File: src/rtl/wrch_fifo_ctrl.sv
// Write-channel FIFO controller: packs 32-bit beats into 64-bit dual-bank RAM entries.
// Define WRCH_CTRL_AFULL_EN to add the registered wr_afull output.
module wrch_fifo_ctrl #(
  parameter int unsigned RAM_AWIDTH   = 4,
  parameter int unsigned FDEPTH       = 16
`ifdef WRCH_CTRL_AFULL_EN
  ,
  parameter int unsigned AFULL_THRESH = 12
`endif
) (
  input  logic                  HCLK,
  input  logic                  HRESETN,
  input  logic                  wr_valid,
  input  logic                  wr_last,
  output logic                  wr_ready,
  output logic [RAM_AWIDTH-1:0] ram_waddr,
  output logic                  ram_we1,
  output logic                  ram_we2,
  output logic                  ram_wfull,
  output logic [RAM_AWIDTH-1:0] ram_raddr,
  output logic                  ram_re1,
  output logic                  ram_re2,
  output logic                  ram_rempty,
  output logic                  rd_valid,
  output logic                  rd_hi_valid,
  input  logic                  rd_ready,
  output logic [RAM_AWIDTH:0]   count
`ifdef WRCH_CTRL_AFULL_EN
  ,
  output logic                  wr_afull
`endif
);

  localparam int unsigned CNT_W = RAM_AWIDTH + 1;

  typedef enum logic {
    W_LO = 1'b0,
    W_HI = 1'b1
  } wr_state_e;

  wr_state_e             r_state;
  logic [RAM_AWIDTH-1:0] r_wptr;
  logic [RAM_AWIDTH-1:0] r_rptr;
  logic [CNT_W-1:0]      r_count;
  logic [FDEPTH-1:0]     r_hi_vld;
  logic                  r_rd_valid;
  logic                  r_rd_hi_valid;

  logic                  w_wr_ready;
  logic                  w_accept;
  logic                  w_commit;
  logic                  w_pop;
  logic [RAM_AWIDTH-1:0] w_raddr;
  logic                  w_re;
  logic                  w_re2;
  logic [CNT_W-1:0]      w_count_nxt;

  // In W_HI the entry slot is already reserved, so only W_LO can be blocked by a full FIFO
  always_comb begin
    w_wr_ready  = (r_state == W_HI) || (r_count < CNT_W'(FDEPTH));
    w_accept    = wr_valid && w_wr_ready;
    w_commit    = w_accept && ((r_state == W_HI) || wr_last);
    w_pop       = r_rd_valid && rd_ready;
    w_raddr     = w_pop ? (r_rptr + RAM_AWIDTH'(1)) : r_rptr;
    w_re        = (r_count - CNT_W'(w_pop)) != '0;
    w_re2       = w_re && r_hi_vld[w_raddr];
    w_count_nxt = r_count + CNT_W'(w_commit) - CNT_W'(w_pop);
  end

  assign wr_ready    = w_wr_ready;
  assign ram_wfull   = ~w_wr_ready;
  assign ram_waddr   = r_wptr;
  assign ram_we1     = w_accept && (r_state == W_LO);
  assign ram_we2     = w_accept && (r_state == W_HI);
  assign ram_raddr   = w_raddr;
  assign ram_re1     = w_re;
  assign ram_re2     = w_re2;
  assign ram_rempty  = (r_count == '0);
  assign rd_valid    = r_rd_valid;
  assign rd_hi_valid = r_rd_hi_valid;
  assign count       = r_count;

  // Write FSM, pointers, occupancy and read-data qualifiers; a stalled head is re-read every cycle
  always_ff @(posedge HCLK or negedge HRESETN) begin
    if (!HRESETN) begin
      r_state       <= W_LO;
      r_wptr        <= '0;
      r_rptr        <= '0;
      r_count       <= '0;
      r_hi_vld      <= '0;
      r_rd_valid    <= 1'b0;
      r_rd_hi_valid <= 1'b0;
    end else begin
      if (w_accept) begin
        if (r_state == W_HI) begin
          r_state <= W_LO;
        end else if (!wr_last) begin
          r_state <= W_HI;
        end
      end
      if (w_commit) begin
        r_hi_vld[r_wptr] <= (r_state == W_HI);
        r_wptr           <= r_wptr + RAM_AWIDTH'(1);
      end
      if (w_pop) begin
        r_rptr <= r_rptr + RAM_AWIDTH'(1);
      end
      r_count       <= w_count_nxt;
      r_rd_valid    <= w_re;
      r_rd_hi_valid <= w_re2;
    end
  end

`ifdef WRCH_CTRL_AFULL_EN
  logic r_wr_afull;

  always_ff @(posedge HCLK or negedge HRESETN) begin
    if (!HRESETN) begin
      r_wr_afull <= 1'b0;
    end else begin
      r_wr_afull <= (w_count_nxt >= CNT_W'(AFULL_THRESH));
    end
  end

  assign wr_afull = r_wr_afull;
`endif

endmodule

File: config.mk
export PLATFORM = sky130hd
export DESIGN_NAME = wrch_fifo_ctrl
export DESIGN_NICKNAME = d
export VERILOG_FILES = /design/src/rtl/wrch_fifo_ctrl.sv
export SDC_FILE = /design/constraint.sdc
export NUM_CORES = 1
export LEC_CHECK = 0
export BUFFER_PORTS_ARGS = -buffer_cell sky130_fd_sc_hd__buf_2
export CAP_MARGIN = 20
export CORE_ASPECT_RATIO = 1.1
export CORE_MARGIN = 5
export CORE_UTILIZATION = 30
export DETAILED_ROUTE_END_ITERATION = 8
export GPL_TIMING_DRIVEN = 0
export SYNTH_ARGS = -nofsm -noshare
export SYNTH_HDL_FRONTEND = slang
export SYNTH_SLANG_ARGS = --single-unit
File: constraint.sdc
create_clock -name HCLK -period 3.8 [get_ports HCLK]
set_input_delay 0.76 -clock HCLK [delete_from_list [all_inputs] [get_ports HCLK]]
set_output_delay 0.76 -clock HCLK [all_outputs]
set_load 0.02 [all_outputs]
# [After elaboration in Yosys (flattened, before gate mapping)]
# Index checks and enable logic that the tools add are counted.
[classes] bitwise=2 shifts=0 reduce_logical=11 div=0 addsub=5 n_mul=0 n_eq_ne=0 mux=8 order_cmp=4
[op_table] operator="bitwise mux 16 bit" n=1
[op_table] operator="< comparator 4 x 5 -> 1 bit (second input constant)" n=2
[op_table] operator="subtractor 5 x 1 -> 5 bit" n=2
[op_table] operator="adder 4 x 1 -> 4 bit (second input constant)" n=2
[op_table] operator="logical AND 1 bit" n=7
[op_table] operator="adder 5 x 1 -> 5 bit" n=1
[op_table] operator="zero test 5 bit" n=1
[op_table] operator="< comparator 5 bit (second input constant)" n=1
[op_table] operator="nonzero test 5 bit" n=1
[op_table] operator="binary-select mux 1 bit (select 4 bit)" n=1
[op_table] operator="demux 1 bit (select 4 bit)" n=1
[op_table] operator=">= comparator 4 x 1 -> 1 bit (second input constant)" n=1
[op_table] operator="two-way mux 1 bit" n=4
[op_table] operator="two-way mux 4 bit" n=1
[op_table] operator="logical OR 1 bit" n=2
[op_table] operator="inverter 1 bit" n=2
[totals] mem_bits_rw=0 n_memories=0 input_bits=5 output_inout_bits=22 register_bits=32 wordCells=37 latchBits=0 mem_bits_ro=0

# [Longest topological paths before layout]
[logic_depth] ltp_word=6 depth_mapped=14 depth_no_buf=12

# [Least setup slack after synthesis]
# Ideal clock, no wire load.
[synth_timing] path_type="in2out" startpoint="in rd_ready" endpoint="out ram_re2" t_required_ns=3.040 path_buffers=0 arrival_ns=2.385 path_slack_ns=0.655 cell_stages=5 cell_sequence="nand2_2 xnor2_1 mux4_2 a211oi_1 a211oi_1"
[synth_between] elab_chain_cells=5 word_cells_on_any_way=7 cone_classes="1 x add/sub; 3 x mux; 3 x reduce/logical"
[synth_rtl] item="from (decl)" line="26" source="input logic rd_ready,"
[synth_rtl] item="logical AND 1 bit" line="63" source="w_pop = r_rd_valid && rd_ready;"
[synth_rtl] item="two-way mux 4 bit"
[synth_rtl] item="named net ram_raddr[0]" line="20" source="output logic [RAM_AWIDTH-1:0] ram_raddr,"
[synth_rtl] item="binary-select mux 1 bit (select 4 bit)" line="66" source="w_re2 = w_re && r_hi_vld[w_raddr];"
[synth_rtl] item="two-way mux 1 bit (not written as such)" line="66"
[synth_rtl] item="logical AND 1 bit" line="66"
[synth_rtl] item="to (decl)" line="22" source="output logic ram_re2,"
# The timed path passes the listed nets, and every way through them passes these cells. The select of a mux whose other input is x is not followed.

# [Worst setup path after layout]
[layout_timing] startpoint="in rd_ready" endpoint="out ram_re2"
[layout_between] elab_chain_cells=5 word_cells_on_any_way=7 cone_classes="1 x add/sub; 3 x mux; 3 x reduce/logical"
[layout_rtl] item="logical AND 1 bit (*)" line="63"
[layout_rtl] item="parallel branches: the longest is 3 deep, another holds subtractor 5 x 1 -> 5 bit"
[layout_rtl] item="logical AND 1 bit (*)" line="66"
# Mark *: on every way between the ends. The select of a mux whose other input is x is not followed.

==> results.toml <==
[clocking]
path_clk_slew_ns = 0.06
cts_tree = "built"
cts_sinks = 32
cts_setup_buffers = 0
cts_buffers = 5
cts_resized = 0
clock_latency_ns = 0.28
root_buffer = "clkbuf_8"
htree_levels = 2
cts_max_path_buffers = 2
hold_buffers = 0

[critical_path]
end_kind = "output pin"
crit_required_ns = 3.04
worst-path-buf-inv = 2
crit_path_max_fanout = 7
path_class = "in2out"
startpoint_type = "primary input"
crit_arrival_ns = 2.50
slowest_stage = "mux4_2"
cp_slowest_stage_delay_ns = 0.58
crit_family = "multiplexers"
path_cells = "buf_2, nand2_2, xnor2_1, mux4_2, a211oi_1, a211oi_1, buf_2"

[floorplanning]
fp.dieArea_mm2 = 0.00802
row_count = 30
coreArea_mm2 = 0.00616
io_pins = 27
die_h_um = 93.4
die_w_um = 85.8
start_util_pct = 30.8

[pwr]
combPwrFrac_pct = 56.8
power.total_mw = 2.00
p_per_area_mw_per_mm2 = 902
p_switching_mw = 0.890
p_leak_nw = 1.06
p_int_mw = 1.11
power_frac_seq_pct = 29.9
switching_share_pct = 44.5
ir_drop_v = 0.000315
p_clk_share_pct = 13.3

[logic_synthesis]
synthTopCellsByCount = "dfrtp_1, inv_1, mux2_2"
synth.distinct_cells = 39
syn_nets = 192
synth_compound_area_share_pct = 7.84
synth-simple-area-share_pct = 12.1
ys.flop_type = "dfrtp_1"
synth_top_family_by_area = "multiplexers"
ys_ff_latch = 32
yosysWarnings = 0
synth_cells = 173
yosysTopAreaCell = "dfrtp_1"
synth.yosys.seq_area_share_pct = 42.2
synth-edff-count = 0
synth_area_leaders = "dfrtp_1, mux2_2, ha_1"
synth_adder_area_share_pct = 9.62
synthMuxAreaShare_pct = 16.0
synth_xor_area_share_pct = 5.54
synth_top_area_share_pct = 42.2
syn_area_per_cell_um2 = 11.0
synth_most_common_cell = "dfrtp_1"
syn-cell-area_mm2 = 0.00190
async_flop_share_pct = 100

[route]
drcViolationCount = 0
via_per_inst = 4.64
drt_iter0_drc = 34
routed-via-count = 1332
drtAntennaViolNets = 0
drt-pass1-iter-count = 4
wirelength_um = 3890
wl_per_cell_um = 13.6

[timing]
grt_setup_unrepaired = "false"
min_period_ns = 3.26
hold_violations = 0
period_share_pct = 85.9
skew_ns = 0.00332
tightest_slew_ns = 0.713
report.final.setup_viol = 0
final-max-slew-violation-count = 0
timing.fmax_ghz = 0.306
slew_headroom_pct = 52.4
finalWorstSetupSlack_ns = 0.536
fin_setup_tns_ns = 0

[final_layout]
drive_gt1_share_pct = 28.0
nNetsFinal = 225
syn_to_final_growth_pct = 16.9
multi_input_area_um2 = 970
fill_cells = 641
seq_area_um2 = 801
diodes = 0
instances_no_fill = 287

[job]
drv_cap = 0

[global_routing]
overflow = 0
grt_max_degree = 33
grt_pass1_vias = 1363
antenna_found_initial = 0
grtUsageTotal_pct = 10.8
grt_first_pass_wirelength_um = 6630

[place]
hpwl_um = 3030
preCtsSetupSlack_ns = 0.457
port_buffers = 26
placed_cells_incl_taps = 279
gp_congestion = 0.793

[status]
status = "complete, no violations"

[worst_hold_path]
holdCritPathClass = "reg2reg"
==> layer usage <==
layer | wire, µm | vias up | share of wire, % | GRT usage (%)
met1 | 1720 | 639 | 44 | 13.3
met5 | 0 | - | 0 | 0
met2 | 1990 | 12 | 51 | 17.5
met3 | 91 | 7 | 2.3 | 2.38
met4 | 91 | 0 | 2.3 | 5.54
li1 | - | 674 | - | -
==> flip-flops by register name (all words and copies together) (netlist names) <==
signal / flops
rd_hi_valid: 1
rd_valid: 1
r_hi_vld: 16
r_rptr: 4
ram_waddr: 4
count: 5
r_state: 1
==> per-stage QoR <==
stage / instance area (µm²) / hold slack [ns] / util, %
global route: 2220 / 0.531 / 36.0
global placement: 2130 / 0.486 / 34.6
CTS: 2220 / 0.520 / 36.0
finish: 2220 / 0.514 / 36.0
detailed placement: 2130 / 0.505 / 34.6
floorplan: 1900 / 0.464 / -
==> cell families (layout without fill, tap and decap cells) <==
family | after synthesis | in the layout
muxes | 27 | 27
and+or+nand+nor | 43 | 43
xor gates and xnor gates | 12 | 12
DFF | 32 | 32
adders and majority gates | 14 | 14
AOI/OAI and AO/OA | 18 | 18
buffers and inverters | 27 | 61
==> layout make-up <==
cell class | count | area share (%)
Clock buffer | 8 | 4.06
Sequential cell | 32 | 36.1
Timing Repair Buffer | 26 | 5.87
Inverter | 17 | 2.88
Tap cell | 80 | 4.51
Multi-Input combinational cell | 114 | 43.7
Buffer | 10 | 2.88
==> power groups by stage <==
| stage | sequential, mW | combinational [mW] | clock [mW] |
|---|---|---|---|
| floorplan | 0.651 | 0.800 | 0 |
| global placement | 0.603 | 1.14 | 0 |
| detailed placement | 0.608 | 1.15 | 0 |
| CTS | 0.601 | 1.16 | 0.275 |
| global route | 0.622 | 1.27 | 0.291 |
| finish | 0.598 | 1.14 | 0.266 |
==> final timing paths <==
check | startpoint | endpoint | slack, ns | cells after the start
setup / recovery | rd_ready | ram_re2 | 0.54 | 7
hold reg to reg | r_hi_vld[2]$_DFFE_PN0P_ | r_hi_vld[2]$_DFFE_PN0P_ | 0.51 | 1
setup reg to reg | count[4]$_DFF_PN0_ | count[4]$_DFF_PN0_ | 1.06 | 14
max in group asynchronous | HRESETN | r_rptr[1]$_DFF_PN0_ | 2.81 | 1
hold / removal | r_hi_vld[2]$_DFFE_PN0P_ | r_hi_vld[2]$_DFFE_PN0P_ | 0.51 | 1
min in group asynchronous | HRESETN | count[3]$_DFF_PN0_ | 0.53 | 1
==> cells in the final DEF (no fill, tap or decap), types with 4 or more instances in the layout <==
master / count
mux2_2: 16
xor2_1: 4
inv_1: 17
nand4_1: 6
nand3_1: 13
xnor2_1: 8
nor2_1: 8
nand2_1: 4
clkbuf_1: 8
dfrtp_1: 32
clkbuf_8: 6
buf_2: 28
mux2i_1: 10
ha_1: 13
Power figures use the tool's default switching activity.
